[config.mk]
export PLATFORM = sky130hd
export DESIGN_NAME = stack_driver
export DESIGN_NICKNAME = d
export VERILOG_FILES = /design/src/rtl/stack_pkg.sv /design/src/rtl/toggle_edge_det.sv /design/src/rtl/stack_driver.sv
export SDC_FILE = /design/constraint.sdc
export NUM_CORES = 1
export LEC_CHECK = 0
export CAP_MARGIN = 10
export CORE_MARGIN = 2
export CORE_UTILIZATION = 36
export DETAILED_ROUTE_END_ITERATION = 16
export HOLD_SLACK_MARGIN = 0.12
export MAX_ROUTING_LAYER = met4
export PLACE_DENSITY = 0.76
export SETUP_SLACK_MARGIN = 0.05
export SLEW_MARGIN = 20
export SYNTH_ARGS = -nofsm -noshare
export SYNTH_HDL_FRONTEND = slang
export SYNTH_HIERARCHICAL = 1
export SYNTH_SLANG_ARGS = --single-unit
[constraint.sdc]
create_clock -name clock -period 1.4 [get_ports clock]
set_input_delay 0.21 -clock clock [delete_from_list [all_inputs] [get_ports clock]]
set_output_delay 0.21 -clock clock [all_outputs]
set_load 0.05 [all_outputs]
[src/rtl/stack_pkg.sv]
// Shared definitions for the STACK unit and its command driver:
// op-codes, sizing constants and the driver FSM state type.
package stack_pkg;

    localparam int DATA_W      = 32;
    localparam int N_W         = 10;
    localparam int OP_W        = 3;
    localparam int STACK_DEPTH = 1024;

    localparam logic [OP_W-1:0] OP_PUSH = 3'd0;
    localparam logic [OP_W-1:0] OP_POP  = 3'd1;
    localparam logic [OP_W-1:0] OP_ADD  = 3'd2;
    localparam logic [OP_W-1:0] OP_SUB  = 3'd3;
    localparam logic [OP_W-1:0] OP_AVG  = 3'd4;

    typedef enum logic [1:0] {
        ST_IDLE,
        ST_WAIT,
        ST_RESP
    } drv_state_e;

    function automatic logic op_is_legal(input logic [OP_W-1:0] op);
        return (op <= OP_AVG);
    endfunction

endpackage

[src/rtl/toggle_edge_det.sv]
// Detects level changes on a transition-signalled handshake line.
// Emits a one-cycle pulse whenever the input differs from its registered copy.
module toggle_edge_det (
    input  logic clock,
    input  logic level,
    output logic pulse
);

    logic level_d;
    logic level_q;

    // The copy follows the line every cycle, reset included, so a standing
    // level present while reset is held is never mistaken for a transition.
    always_comb begin
        level_d = level;
    end

    always_ff @(posedge clock) begin
        level_q <= level_d;
    end

    assign pulse = level ^ level_q;

endmodule

[src/rtl/stack_driver.sv]
// Command initiator for the STACK unit: one valid/ready command in, one
// toggle request to the stack, one held result (or timeout) back out.
module stack_driver
    import stack_pkg::*;
#(
    parameter int DATA_W  = stack_pkg::DATA_W,
    parameter int N_W     = stack_pkg::N_W,
    parameter int TIMEOUT = 1023
) (
    input  logic                     clock,
    input  logic                     reset,
    input  logic                     cmd_valid,
    output logic                     cmd_ready,
    input  logic [2:0]               cmd_op,
    input  logic [DATA_W-1:0]        cmd_data,
    input  logic [N_W-1:0]           cmd_n,
    output logic                     res_valid,
    input  logic                     res_ready,
    output logic signed [DATA_W-1:0] res_data,
    output logic                     res_esito,
    output logic                     res_timeout,
    output logic                     stk_rdy,
    output logic [2:0]               stk_op,
    output logic [DATA_W-1:0]        stk_datain,
    output logic [N_W-1:0]           stk_n,
    input  logic [DATA_W-1:0]        stk_dataout,
    input  logic                     stk_esito,
    input  logic                     stk_ack
);

    localparam int                 TIMER_W    = $clog2(TIMEOUT + 1);
    localparam logic [TIMER_W-1:0] TIMER_LAST = TIMER_W'(TIMEOUT - 1);

    drv_state_e          state_q, state_d;
    logic [TIMER_W-1:0]  timer_q, timer_d;
    logic [DATA_W-1:0]   res_data_q, res_data_d;
    logic                res_esito_q, res_esito_d;
    logic                res_timeout_q, res_timeout_d;
    logic                stk_rdy_q, stk_rdy_d;
    logic [2:0]          stk_op_q, stk_op_d;
    logic [DATA_W-1:0]   stk_datain_q, stk_datain_d;
    logic [N_W-1:0]      stk_n_q, stk_n_d;
    logic                ack_pulse;

    toggle_edge_det u_ack_det (
        .clock (clock),
        .level (stk_ack),
        .pulse (ack_pulse)
    );

    always_comb begin
        state_d       = state_q;
        timer_d       = timer_q;
        res_data_d    = res_data_q;
        res_esito_d   = res_esito_q;
        res_timeout_d = res_timeout_q;
        stk_rdy_d     = stk_rdy_q;
        stk_op_d      = stk_op_q;
        stk_datain_d  = stk_datain_q;
        stk_n_d       = stk_n_q;

        unique case (state_q)
            ST_IDLE: begin
                if (cmd_valid) begin
                    if (op_is_legal(cmd_op)) begin
                        stk_op_d     = cmd_op;
                        stk_datain_d = cmd_data;
                        stk_n_d      = cmd_n;
                        stk_rdy_d    = ~stk_rdy_q;
                        timer_d      = '0;
                        state_d      = ST_WAIT;
                    end else begin
                        res_data_d    = '0;
                        res_esito_d   = 1'b0;
                        res_timeout_d = 1'b0;
                        state_d       = ST_RESP;
                    end
                end
            end
            ST_WAIT: begin
                // Saturating at the last count keeps the timer from wrapping.
                if (timer_q != TIMER_LAST) begin
                    timer_d = timer_q + 1'b1;
                end
                if (ack_pulse) begin
                    res_data_d    = stk_dataout;
                    res_esito_d   = stk_esito;
                    res_timeout_d = 1'b0;
                    state_d       = ST_RESP;
                end else if (timer_q == TIMER_LAST) begin
                    res_data_d    = '0;
                    res_esito_d   = 1'b0;
                    res_timeout_d = 1'b1;
                    state_d       = ST_RESP;
                end
            end
            ST_RESP: begin
                if (res_ready) begin
                    state_d = ST_IDLE;
                end
            end
            default: begin
                state_d = ST_IDLE;
            end
        endcase
    end

    always_ff @(posedge clock) begin
        if (reset) begin
            state_q       <= ST_IDLE;
            timer_q       <= '0;
            res_data_q    <= '0;
            res_esito_q   <= 1'b0;
            res_timeout_q <= 1'b0;
            stk_rdy_q     <= 1'b0;
            stk_op_q      <= '0;
            stk_datain_q  <= '0;
            stk_n_q       <= '0;
        end else begin
            state_q       <= state_d;
            timer_q       <= timer_d;
            res_data_q    <= res_data_d;
            res_esito_q   <= res_esito_d;
            res_timeout_q <= res_timeout_d;
            stk_rdy_q     <= stk_rdy_d;
            stk_op_q      <= stk_op_d;
            stk_datain_q  <= stk_datain_d;
            stk_n_q       <= stk_n_d;
        end
    end

    assign cmd_ready   = (state_q == ST_IDLE);
    assign res_valid   = (state_q == ST_RESP);
    assign res_data    = res_data_q;
    assign res_esito   = res_esito_q;
    assign res_timeout = res_timeout_q;
    assign stk_rdy     = stk_rdy_q;
    assign stk_op      = stk_op_q;
    assign stk_datain  = stk_datain_q;
    assign stk_n       = stk_n_q;

endmodule

==> impl_metrics.toml <==
[clock_network]
cts.sink_count = 93
clk_pin_slew_ps = 100
cts_inserted_buffers = 9
post_cts_hold_buffer_count = 0
htreeDepth = 3
root_buffer = "sky130_fd_sc_hd__clkbuf_8"
clkLatencyLatePin_ps = 360
cts_tree = "built"
ctsLongestPathBuffers = 2

[status]
run_status = "finished, violations left"
violated_checks = "negative setup slack"

[logic_synthesis]
post_synth_most_frequent_cells = "sky130_fd_sc_hd__nand2_1 (99), sky130_fd_sc_hd__dfxtp_1 (93), sky130_fd_sc_hd__a21oi_1 (51), sky130_fd_sc_hd__a22o_1 (33), sky130_fd_sc_hd__buf_2 (12)"
synth_top_cell_by_area = "sky130_fd_sc_hd__dfxtp_1"
syn_inst = 364
ys_seq_area_share_pct = 56.2
yosysWarningCount = 6
synth-seq-cells = 93
synth_enable_flop_cells = 0
syn-num-nets = 449
netlist.area_leader.share_pct = 56.2
synth.cell_area_sq_mm = 0.00331
async_reset_ff_share_pct = 0
synth.area.top_cells = "sky130_fd_sc_hd__dfxtp_1 (56%), sky130_fd_sc_hd__nand2_1 (11%), sky130_fd_sc_hd__a22o_1 (8.7%)"
syn_area_per_cell_sq_um = 9.10
synth-main-ff-cell = "sky130_fd_sc_hd__dfxtp_1"
synth_cell_types = 36
cell_with_the_most_instances_after_synthesis = "sky130_fd_sc_hd__nand2_1"

[place]
post-dp-hpwl_um = 7800
preCtsSetupSlack_ps = -460
port_buffers = 164
finalWeightedCongestion = 0.848

[final_layout]
finish.utilization_pct = 76.1
fin_nets = 646
fill_cells = 581
layout-area-overhead-vs-synth_pct = 102
drive_above_1_share_pct = 33.7
num_antenna_cells = 0

[worst_setup_path]
largest_fanout_on_the_critical_path = 16
startpoint_type = "register"
worstPathRequired_ps = 1650
setup.worst_path.class = "register to register"
setup.reg_to_reg.worst_slack_ps = -100
timing.critical_path.arrival_ps = 1750
critPathCaptureType = "register"

[power]
internal-power_mw = 4.35
p_sw_mw = 1.95
post-layout-total-power_mw = 6.30
power.leakage_nw = 2.61
seqPwrFrac_pct = 46.1
highest_ir_drop_seen_on_vdd_uv = 684
power.switching_fraction_pct = 31.0
share_clk_of_total_power_pct = 25.7
power_density_mw_per_mm2 = 940
power.share.combinational_pct = 28.2

[timing]
fmax_mhz = 665
finalMaxSlewViolations = 0
timing.slew.headroom_pct = 83.2
finalClockSkew_ps = 13.0
timing.final.ws_setup_ps = -104
unrepaired_setup_endpoints_after_global_routing = "yes"
layout_min_cycle_time_ps = 1500
post-route-period-util_pct = 107
final.hold.worst_slack_ps = 157
finalHoldViolCount = 0
worstMarginPinSlew_ps = 252
setup_tns_ps = -2990
setup_viol = 38

[drt]
detailroute.via_count = 3511
detail_route.drc_violations = 0
drt.antenna.violating_nets = 0
detail_route.wirelength_um = 11300
avgViaCountPerCell = 5.21
detail_route.wl_per_cell_um = 16.8
detailedRoute.firstPassIterationCount = 4
drt_first_iter_violations = 144

[flow_run]
timing.max_cap.violations = 0

[floorplan]
dieArea_sq_mm = 0.00998
core.rowCount = 34
floorplan.core_area_sq_mm = 0.00881
die_width_um = 99.9
initial_core_util_pct = 37.6
io_pins = 165
die_y_um = 99.9

[global_routing]
global_route_wire_length_before_repair_um = 16800
grt_antenna_before_repair = 0
grtUsageTotal_pct = 21.9
grt_overflow_total = 0
grt_start_max_net_pins = 47
first_global_vias = 3406

[min_path]
worst_hold_path_type = "input pin to register"
==> state kept, by name, indices dropped and copies added, names as in the netlist, 2 cells and up <==
signal / count
res_data: 32
stk_datain: 32
stk_n: 10
timer_q: 10
stk_op: 3
state_q: 2
==> cell families (layout without fill, tap and decap cells) <==
logic type,count (synthesis),after routing,share of synthesized area (%)
AND/OR/NAND/NOR,132,132,17.0
AO/OA/AOI/OAI,106,106,21.2
flip-flops,93,93,56.2
buffers and inverters,27,229,3.74
XOR/XNOR,4,4,1.06
adder cells (fa/ha/maj),2,2,0.755
==> cell usage in the layout, fill, tap and decap left out, types with 3 or more instances in the layout <==
cell type                         count
sky130_fd_sc_hd__a21oi_1             46
sky130_fd_sc_hd__nand4_1              3
sky130_fd_sc_hd__clkdlybuf4s50_1     79
sky130_fd_sc_hd__clkbuf_8             9
sky130_fd_sc_hd__buf_12              87
sky130_fd_sc_hd__a21oi_2              5
sky130_fd_sc_hd__clkinv_2             3
sky130_fd_sc_hd__a31oi_1              5
sky130_fd_sc_hd__o21ai_0              3
sky130_fd_sc_hd__o32ai_1              3
sky130_fd_sc_hd__nor2_1               3
sky130_fd_sc_hd__dfxtp_2              9
sky130_fd_sc_hd__a22o_1              33
sky130_fd_sc_hd__nand3_1              4
sky130_fd_sc_hd__buf_4               29
sky130_fd_sc_hd__dfxtp_1             81
sky130_fd_sc_hd__dfxtp_4              3
sky130_fd_sc_hd__nand2_1             95
sky130_fd_sc_hd__buf_6               10
==> power by group through the flow <==
stage,Clock (mW),Combinational [mW],Sequential (mW)
final,1.62,1.78,2.90
after global placement,0,1.61,2.96
after floorplan,0,0.380,3.28
after CTS,1.65,1.70,2.90
after detailed placement,0,1.63,2.97
after global routing,1.78,1.86,2.92
==> layout make-up <==
| class | count | area (sq um) | share of cell area (%) |
|---|---|---|---|
| sequential | 93 | 1880 | 28.1 |
| clock inverter | 7 | 48.8 | 0.728 |
| inverter | 2 | 7.51 | 0.112 |
| clock buffer | 9 | 124 | 1.85 |
| tap | 108 | 135 | 2.02 |
| multi-input combinational | 244 | 1540 | 22.9 |
| timing repair buffer | 211 | 2970 | 44.3 |
==> stage by stage <==
step / instance area [sq um] / cells
after floorplan: 3430 / 364
after global placement: 6160 / 641
after detailed placement: 6160 / 641
after CTS: 6440 / 662
after global routing: 6700 / 674
final: 6700 / 674
==> worst max-delay path, stage by stage (launching register included) <==
cell and delay, ps:
sky130_fd_sc_hd__dfxtp_2 350, sky130_fd_sc_hd__nand4_1 220, sky130_fd_sc_hd__o31ai_4 340, sky130_fd_sc_hd__a21oi_4 120, sky130_fd_sc_hd__clkbuf_16 190, sky130_fd_sc_hd__a22o_1 180
==> path summary, 6_finish.rpt <==
path / from / end / cells past startpoint
setup / recovery: timer_q[5]$_SDFFE_PP0P_ / res_data[15]$_SDFFE_PP0P_ / 5
hold / removal: cmd_op[0] / stk_op[0]$_SDFFE_PP0P_ / 3
setup reg to reg: timer_q[5]$_SDFFE_PP0P_ / res_data[15]$_SDFFE_PP0P_ / 5
hold reg to reg: stk_datain[31]$_SDFFE_PP0P_ / stk_datain[31]$_SDFFE_PP0P_ / 2
==> routing by layer <==
layer	track usage, %	part of all wire, %	vias up
li1	-	-	1659
met1	26.4	40	1657
met2	36.0	50	176
met3	5.08	8.1	19
met4	8.01	2.2	0
met5	-	0	-
==> repair_timing <==
action,4_1_cts,5_1_grt
pin swaps,5,9
endpoints found under the setup margin,65,86
resized for setup,18,33
gates cloned,1,2
setup buffers,4,10
Power figures use the tool's default switching activity.
